===== config.mk =====
export PLATFORM = sky130hd
export DESIGN_NAME = sram_frame_tx_flat
export DESIGN_NICKNAME = d
export VERILOG_FILES = /design/src/rtl/img_pkg.sv /design/src/rtl/sram_frame_tx_if.sv /design/src/rtl/sram_rd_port.sv /design/src/rtl/sram_frame_tx.sv /design/src/flat_wrapper.sv
export SDC_FILE = /design/constraint.sdc
export NUM_CORES = 1
export LEC_CHECK = 0
export BUFFER_PORTS_ARGS = -buffer_cell sky130_fd_sc_hd__buf_4
export CORE_MARGIN = 1
export CORE_UTILIZATION = 40
export DETAILED_ROUTE_END_ITERATION = 7
export PLACE_DENSITY = 0.63
export SKIP_LAST_GASP = 1
export SYNTH_ARGS = -nofsm -noshare
export SYNTH_HDL_FRONTEND = slang
export SYNTH_SLANG_ARGS = --single-unit

===== constraint.sdc =====
create_clock -name cmos_pclk -period 3.2 [get_ports cmos_pclk]
set_input_delay 0.48 -clock cmos_pclk [delete_from_list [all_inputs] [get_ports cmos_pclk]]
set_output_delay 0.48 -clock cmos_pclk [all_outputs]
set_load 0.05 [all_outputs]

===== src/rtl/img_pkg.sv =====
// Frame geometry and transmit FSM encoding shared by the capture and transmit sides
// of the camera/SRAM frame path.
package img_pkg;

    localparam int unsigned PIX_W       = 16;
    localparam int unsigned IMG_ROW_DEF = 8;
    localparam int unsigned IMG_COL_DEF = 512;

    typedef enum logic [3:0] {
        StIdle  = 4'd0,
        StLead  = 4'd1,
        StLine  = 4'd2,
        StHbl   = 4'd3,
        StTrail = 4'd4,
        StDone  = 4'd5
    } tx_state_e;

    function automatic int unsigned max3(input int unsigned a, input int unsigned b,
                                         input int unsigned c);
        int unsigned m;
        m = (a > b) ? a : b;
        return (m > c) ? m : c;
    endfunction

endpackage


===== src/rtl/sram_frame_tx_if.sv =====
// SRAM read bus plus the CMOS-style pixel stream produced by the frame transmitter.
interface sram_frame_tx_if #(
    parameter int unsigned ADDR_W = 18
);
    import img_pkg::*;

    logic [ADDR_W-1:0] sram_addr;
    logic              sram_oe;
    logic              sram_we;
    logic              sram_cs;
    logic [1:0]        sram_byte;
    wire  [PIX_W-1:0]  sram_data;

    logic              tx_frame_valid;
    logic              tx_line_valid;
    logic              tx_data_en;
    logic [PIX_W-1:0]  tx_data;

    // The transmitter only ever samples sram_data, so it sees it as an input.
    modport master (
        output sram_addr, sram_oe, sram_we, sram_cs, sram_byte,
        input  sram_data,
        output tx_frame_valid, tx_line_valid, tx_data_en, tx_data
    );

    modport slave (
        input  sram_addr, sram_oe, sram_we, sram_cs, sram_byte,
        output sram_data,
        input  tx_frame_valid, tx_line_valid, tx_data_en, tx_data
    );

endinterface


===== src/rtl/sram_rd_port.sv =====
// Registered read-only port to the async SRAM: one address per rd_en cycle,
// data returned with a one-cycle valid on the following edge.
module sram_rd_port
    import img_pkg::*;
#(
    parameter int unsigned ADDR_W = 18
) (
    input  logic              cmos_pclk,
    input  logic              rst,
    input  logic              rd_en,
    input  logic [ADDR_W-1:0] rd_addr,
    output logic [ADDR_W-1:0] sram_addr,
    output logic              sram_oe,
    output logic              sram_we,
    output logic              sram_cs,
    output logic [1:0]        sram_byte,
    input  logic [PIX_W-1:0]  sram_data,
    output logic [PIX_W-1:0]  rd_data,
    output logic              rd_valid
);

    logic [ADDR_W-1:0] addr_q;
    logic              oe_q;
    logic [PIX_W-1:0]  data_q;
    logic              valid_q;

    always_ff @(posedge cmos_pclk) begin
        if (rst) begin
            addr_q  <= '0;
            oe_q    <= 1'b1;
            data_q  <= '0;
            valid_q <= 1'b0;
        end else begin
            oe_q <= ~rd_en;
            if (rd_en) begin
                addr_q <= rd_addr;
            end
            // Sample on the edge after the address was issued; hold otherwise.
            valid_q <= ~oe_q;
            if (!oe_q) begin
                data_q <= sram_data;
            end
        end
    end

    assign sram_addr = addr_q;
    assign sram_oe   = oe_q;
    assign sram_we   = 1'b1;
    assign sram_cs   = 1'b0;
    assign sram_byte = 2'b00;
    assign rd_data   = data_q;
    assign rd_valid  = valid_q;

endmodule


===== src/rtl/sram_frame_tx.sv =====
// Replays one IMG_ROW x IMG_COL frame from SRAM as a frame/line-valid pixel stream
// with programmable lead, horizontal and trail blanking.
module sram_frame_tx
    import img_pkg::*;
#(
    parameter int unsigned IMG_ROW = IMG_ROW_DEF,
    parameter int unsigned IMG_COL = IMG_COL_DEF,
    parameter int unsigned HBLANK  = 16,
    parameter int unsigned VLEAD   = 4,
    parameter int unsigned VTRAIL  = 4,
    parameter int unsigned ADDR_W  = 18
) (
    input  logic              cmos_pclk,
    input  logic              rst,
    input  logic              start,
    input  logic [ADDR_W-1:0] base_addr,
    output logic              busy,
    output logic              frame_done,
    sram_frame_tx_if.master   bus
);

    localparam int unsigned COL_W = $clog2(IMG_COL);
    localparam int unsigned ROW_W = $clog2(IMG_ROW) + 1;
    localparam int unsigned BLK_W = $clog2(max3(HBLANK, VLEAD, VTRAIL) + 1);

    localparam logic [COL_W-1:0] COL_LAST   = COL_W'(IMG_COL - 1);
    localparam logic [ROW_W-1:0] ROW_LAST   = ROW_W'(IMG_ROW - 1);
    localparam logic [BLK_W-1:0] LEAD_LAST  = BLK_W'(VLEAD - 1);
    localparam logic [BLK_W-1:0] HBL_LAST   = BLK_W'(HBLANK - 1);
    localparam logic [BLK_W-1:0] TRAIL_LAST = BLK_W'(VTRAIL - 1);

    tx_state_e         state_q;
    logic [COL_W-1:0]  col_q;
    logic [ROW_W-1:0]  row_q;
    logic [BLK_W-1:0]  blk_q;
    logic [ADDR_W-1:0] addr_q;
    logic              busy_q;
    logic              done_q;
    logic              fv_q;
    logic              issue;
    logic [PIX_W-1:0]  rd_data;
    logic              rd_valid;

    // An address is issued on every edge that lands in LINE, so sram_oe is low
    // exactly during the LINE cycles and data follows one cycle later.
    always_comb begin
        issue = 1'b0;
        case (state_q)
            StLead:  issue = (blk_q == LEAD_LAST);
            StHbl:   issue = (blk_q == HBL_LAST);
            StLine:  issue = (col_q != COL_LAST);
            default: issue = 1'b0;
        endcase
    end

    always_ff @(posedge cmos_pclk) begin
        if (rst) begin
            state_q <= StIdle;
            col_q   <= '0;
            row_q   <= '0;
            blk_q   <= '0;
            addr_q  <= '0;
            busy_q  <= 1'b0;
            done_q  <= 1'b0;
            fv_q    <= 1'b0;
        end else begin
            done_q <= 1'b0;
            if (issue) begin
                addr_q <= addr_q + ADDR_W'(1);
            end
            case (state_q)
                StIdle: begin
                    if (start) begin
                        addr_q  <= base_addr;
                        busy_q  <= 1'b1;
                        fv_q    <= 1'b1;
                        blk_q   <= '0;
                        row_q   <= '0;
                        state_q <= StLead;
                    end
                end
                StLead: begin
                    if (blk_q == LEAD_LAST) begin
                        col_q   <= '0;
                        state_q <= StLine;
                    end else begin
                        blk_q <= blk_q + BLK_W'(1);
                    end
                end
                StLine: begin
                    col_q <= col_q + COL_W'(1);
                    if (col_q == COL_LAST) begin
                        row_q   <= row_q + ROW_W'(1);
                        blk_q   <= '0;
                        state_q <= (row_q == ROW_LAST) ? StTrail : StHbl;
                    end
                end
                StHbl: begin
                    if (blk_q == HBL_LAST) begin
                        col_q   <= '0;
                        state_q <= StLine;
                    end else begin
                        blk_q <= blk_q + BLK_W'(1);
                    end
                end
                StTrail: begin
                    if (blk_q == TRAIL_LAST) begin
                        state_q <= StDone;
                    end else begin
                        blk_q <= blk_q + BLK_W'(1);
                    end
                end
                StDone: begin
                    fv_q    <= 1'b0;
                    busy_q  <= 1'b0;
                    done_q  <= 1'b1;
                    state_q <= StIdle;
                end
                default: state_q <= StIdle;
            endcase
        end
    end

    sram_rd_port #(
        .ADDR_W (ADDR_W)
    ) u_rd_port (
        .cmos_pclk (cmos_pclk),
        .rst       (rst),
        .rd_en     (issue),
        .rd_addr   (addr_q),
        .sram_addr (bus.sram_addr),
        .sram_oe   (bus.sram_oe),
        .sram_we   (bus.sram_we),
        .sram_cs   (bus.sram_cs),
        .sram_byte (bus.sram_byte),
        .sram_data (bus.sram_data),
        .rd_data   (rd_data),
        .rd_valid  (rd_valid)
    );

    assign busy               = busy_q;
    assign frame_done         = done_q;
    assign bus.tx_frame_valid = fv_q;
    assign bus.tx_line_valid  = rd_valid;
    assign bus.tx_data_en     = rd_valid;
    assign bus.tx_data        = rd_data;

endmodule


===== src/flat_wrapper.sv =====
// flat-port wrapper written by rule: the top's interface ports become plain ports
module sram_frame_tx_flat import img_pkg::*;
#(
    parameter int unsigned IMG_ROW = IMG_ROW_DEF,
    parameter int unsigned IMG_COL = IMG_COL_DEF,
    parameter int unsigned HBLANK  = 16,
    parameter int unsigned VLEAD   = 4,
    parameter int unsigned VTRAIL  = 4,
    parameter int unsigned ADDR_W  = 18
)
  (cmos_pclk, rst, start, base_addr, busy, frame_done, bus_sram_addr, bus_sram_oe, bus_sram_we, bus_sram_cs, bus_sram_byte, bus_sram_data, bus_tx_frame_valid, bus_tx_line_valid, bus_tx_data_en, bus_tx_data);
  sram_frame_tx_if #(.ADDR_W(ADDR_W)) bus_i ();
  input  logic cmos_pclk;
  input  logic rst;
  input  logic start;
  input  logic [ADDR_W-1:0] base_addr;
  output logic busy;
  output logic frame_done;
  output wire logic [$bits(bus_i.sram_addr)-1:0] bus_sram_addr;
  output wire logic [$bits(bus_i.sram_oe)-1:0] bus_sram_oe;
  output wire logic [$bits(bus_i.sram_we)-1:0] bus_sram_we;
  output wire logic [$bits(bus_i.sram_cs)-1:0] bus_sram_cs;
  output wire logic [$bits(bus_i.sram_byte)-1:0] bus_sram_byte;
  input wire logic [$bits(bus_i.sram_data)-1:0] bus_sram_data;
  output wire logic [$bits(bus_i.tx_frame_valid)-1:0] bus_tx_frame_valid;
  output wire logic [$bits(bus_i.tx_line_valid)-1:0] bus_tx_line_valid;
  output wire logic [$bits(bus_i.tx_data_en)-1:0] bus_tx_data_en;
  output wire logic [$bits(bus_i.tx_data)-1:0] bus_tx_data;
  assign bus_sram_addr = bus_i.sram_addr;
  assign bus_sram_oe = bus_i.sram_oe;
  assign bus_sram_we = bus_i.sram_we;
  assign bus_sram_cs = bus_i.sram_cs;
  assign bus_sram_byte = bus_i.sram_byte;
  assign bus_i.sram_data = bus_sram_data;
  assign bus_tx_frame_valid = bus_i.tx_frame_valid;
  assign bus_tx_line_valid = bus_i.tx_line_valid;
  assign bus_tx_data_en = bus_i.tx_data_en;
  assign bus_tx_data = bus_i.tx_data;
  sram_frame_tx #(.IMG_ROW(IMG_ROW), .IMG_COL(IMG_COL), .HBLANK(HBLANK), .VLEAD(VLEAD), .VTRAIL(VTRAIL), .ADDR_W(ADDR_W)) u_core (.cmos_pclk(cmos_pclk), .rst(rst), .start(start), .base_addr(base_addr), .busy(busy), .frame_done(frame_done), .bus(bus_i));
endmodule

==> run_results.csv <==
group,metric,value,unit
run_status,status,"finished clean",
yosys,yosys.area.top_type,"dfxtp_1",
yosys,synthCells,406,
critical_path,cp_cell_sequence,"and3_1 > and3_1 > and3_1 > ha_1 > or2b_2 > a32oi_4 > buf_4 > or2_2 > nand2_1 > a311oi_1",
finish,syn2layout_area_growth,21.2,%
routing,dr.pass1.iters,4,
critical_path,crit_arrival,3.01,ns
sta,slew_viol_final,0,
finish,final_util,50.5,%
routing,drt_iter0_markers,150,
place,gp_congestion,0.758,
cts,cts.root.buffer_cell,"clkbuf_8",
global_route,overflow,0,
power_and_ir_drop,seq_power_share,46.6,%
sta,skew,0.00746,ns
routing,vias,3004,
sta,worstMarginPinSlew,0.974,ns
floorplanning,fp.dieW,97.5,µm
yosys,synthesis.area,0.00365,mm²
power_and_ir_drop,p_switching,0.634,mW
critical_path,critPathKind,"reg -> reg",
yosys,yosys.cell_types.count,51,
critical_path,critPathMaxFanout,19,
sta,whs,0.371,ns
sta,layout_min_cycle_time,2.76,ns
sta,timing.fmax,0.362,GHz
cts,clock_tree.buffer_depth,2,
floorplanning,io-pin-count,81,
run,cap_violations,0,
cts,ctsHoldBuffers,0,
finish,layout-drive-gt1-share,25.2,%
critical_path,cpMaxStageDelayCell,"or2_2",
sta,fin_crit_sh,86.4,%
global_route,antenna_found_initial,0,
cts,clk_pin_slew,0.08,ns
yosys,yosysMostFrequentCell,"dfxtp_1",
cts,cts_tree,"built",
critical_path,cp-end-kind,"flip-flop",
critical_path,cpPeakStageDelay,0.39,ns
yosys,ys_ff_latch,77,
global_route,grt_pass1_vias,2877,
power_and_ir_drop,leakage,1.80,nW
sta,rsz0062_at_grt,"no",
power_and_ir_drop,p_per_area,521,mW/mm²
power_and_ir_drop,p_clk_share,36.9,%
routing,postRouteWirelength,7.62,mm
cts,cts_buffers,9,
cts,clock-sinks,77,
yosys,synth_edf_count,0,
floorplanning,dieArea,0.00951,mm²
finish,diodes,0,
yosys,synth-seq-area-share,42.2,%
floorplanning,rows,34,
power_and_ir_drop,ir_drop,0.000291,V
routing,ant_nets,0,
sta,hold_viol,0,
floorplanning,die_h,97.5,µm
finish,fin_nets,512,
routing,viasPerCell,5.17,
floorplanning,core,0.00876,mm²
place,placement.io_buffers,76,
yosys,synthTopCellsByArea,"dfxtp_1 42%, mux2i_1 5.8%, nand2_1 5.5%",
finish,multi_input_area,0.00190,mm²
routing,drc,0,
power_and_ir_drop,swShare,27.5,%
power_and_ir_drop,intPower,1.67,mW
sta,setup_violations,0,
routing,wl_per_cell,13.1,µm
yosys,synth_flop_cell,"dfxtp_1",
critical_path,cp.required,3.45,ns
finish,fill_cells,833,
yosys,synth_warnings,0,
cts,htreeDepth,3,
cts,worstSkewPairLatency,0.34,ns
sta,maxSlewHeadroom,34.9,%
critical_path,crit_path_start_kind,"flip-flop",
cts,post_cts_buffers,0,
finish,seqCellArea,0.00154,mm²
yosys,synth.avg_cell_area,8.99,µm²
yosys,synth_top_area_share,42.2,%
power_and_ir_drop,combPwrFrac,16.4,%
critical_path,crit_top_cell,"and3_1",
sta,tns,0,ns
yosys,async_flop_share,0,%
place,hpwl,5.38,mm
worst_hold_path,hp-class,"in -> reg",
global_route,grt_pass1_wl,13.1,mm
floorplanning,initial_core_util,41.6,%
yosys,ys_top_cells_by_count,"77 x dfxtp_1, 53 x nand2_1, 50 x nor2_1",
power_and_ir_drop,finalPower,2.31,mW
cts,ctsResizeCount,0,
global_route,grt_usage,16.7,%
global_route,grt_max_degree,74,
==> metrics by stage <==
step	area, µm²	worst slack [ns]	cells
after floorplan	3660	0.870	408
after global placement	4200	0.543	566
after detailed placement	4200	0.455	566
after CTS	4420	0.428	581
after global routing	4420	0.252	581
final	4420	0.436	581
==> flip-flops by register name, indices dropped and copies added (netlist names), 3 cells and up <==
name	flops
u_core.addr_q	18
u_core.blk_q	5
u_core.col_q	9
u_core.row_q	4
u_core.state_q	3
u_core.u_rd_port.rd_data	16
u_core.u_rd_port.sram_addr	18
==> cell usage in the layout (no fill, tap or decap), types with 9 or more instances in the layout <==
cell type   n
nor2_1     50
buf_4      82
nand2_1    53
a21oi_1    24
dfxtp_1    77
mux2i_1    21
clkbuf_8    9
xnor2_1    21
a211oi_1   17
nor3_1     12
==> cells by family (layout without fill, tap and decap cells) <==
group,count (synthesis),in the layout,synth area share [%]
other cells,2,4,0.206
buf+inv,34,99,6.00
fa+ha+maj,6,6,2.06
mux,21,21,5.76
xor+xnor,25,25,6.00
simple gates,183,183,26.7
flops,77,77,42.2
compound gates,58,58,11.0
==> worst max-delay path, delay by kind of cell (launching register included) <==
| kind | cells | cell delay (ns) |
|---|---|---|
| DFF | 1 | 0.38 |
| adders and majority gates | 1 | 0.19 |
| and+or+nand+nor | 6 | 1.34 |
| AOI/OAI and AO/OA | 2 | 0.48 |
| buffers and inverters | 1 | 0.27 |
==> power groups by stage <==
| stage | Sequential, mW | Clock (mW) | Combinational (mW) |
|---|---|---|---|
| 2_1_floorplan | 1.14 | 0 | 0.236 |
| 3_3_place_gp | 1.10 | 0 | 0.375 |
| 3_5_place_dp | 1.10 | 0 | 0.382 |
| 4_1_cts | 1.07 | 0.870 | 0.383 |
| 5_1_grt | 1.08 | 0.911 | 0.415 |
| 6_report | 1.07 | 0.852 | 0.379 |
==> layout make-up <==
| class | instances | share of cell area, % |
|---|---|---|
| multi-input combinational | 297 | 42.9 |
| sequential | 77 | 34.8 |
| timing repair buffer | 82 | 13.9 |
| tap | 108 | 3.05 |
| clock buffer | 10 | 2.88 |
| clock inverter | 5 | 2.26 |
| inverter | 2 | 0.170 |
==> path summary, 6_finish.rpt <==
| kind | cells past startpoint | slack, ns | from | end |
|---|---|---|---|---|
| max reg2reg | 10 | 0.44 | u_core.col_q[2]$_SDFFE_PP0P_ | u_core.addr_q[1]$_SDFF_PP0_ |
| min | 3 | 0.37 | bus_sram_data[15] | u_core.u_rd_port.rd_data[15]$_SDFFE_PP0N_ |
| min reg2reg | 2 | 0.45 | u_core.u_rd_port.sram_addr[8]$_SDFFE_PP0P_ | u_core.u_rd_port.sram_addr[8]$_SDFFE_PP0P_ |
| max | 10 | 0.44 | u_core.col_q[2]$_SDFFE_PP0P_ | u_core.addr_q[1]$_SDFF_PP0_ |
==> layer usage <==
layer  vias to the layer above  wire (µm)  track usage, %
met1                      1373       3660            21.5
met4                         0        107            6.56
met2                        95       3350            26.2
met3                        11        492            4.75
met5                         -          0               0
li1                       1525          -               -
Note: power is estimated with default switching activity, not from simulation.
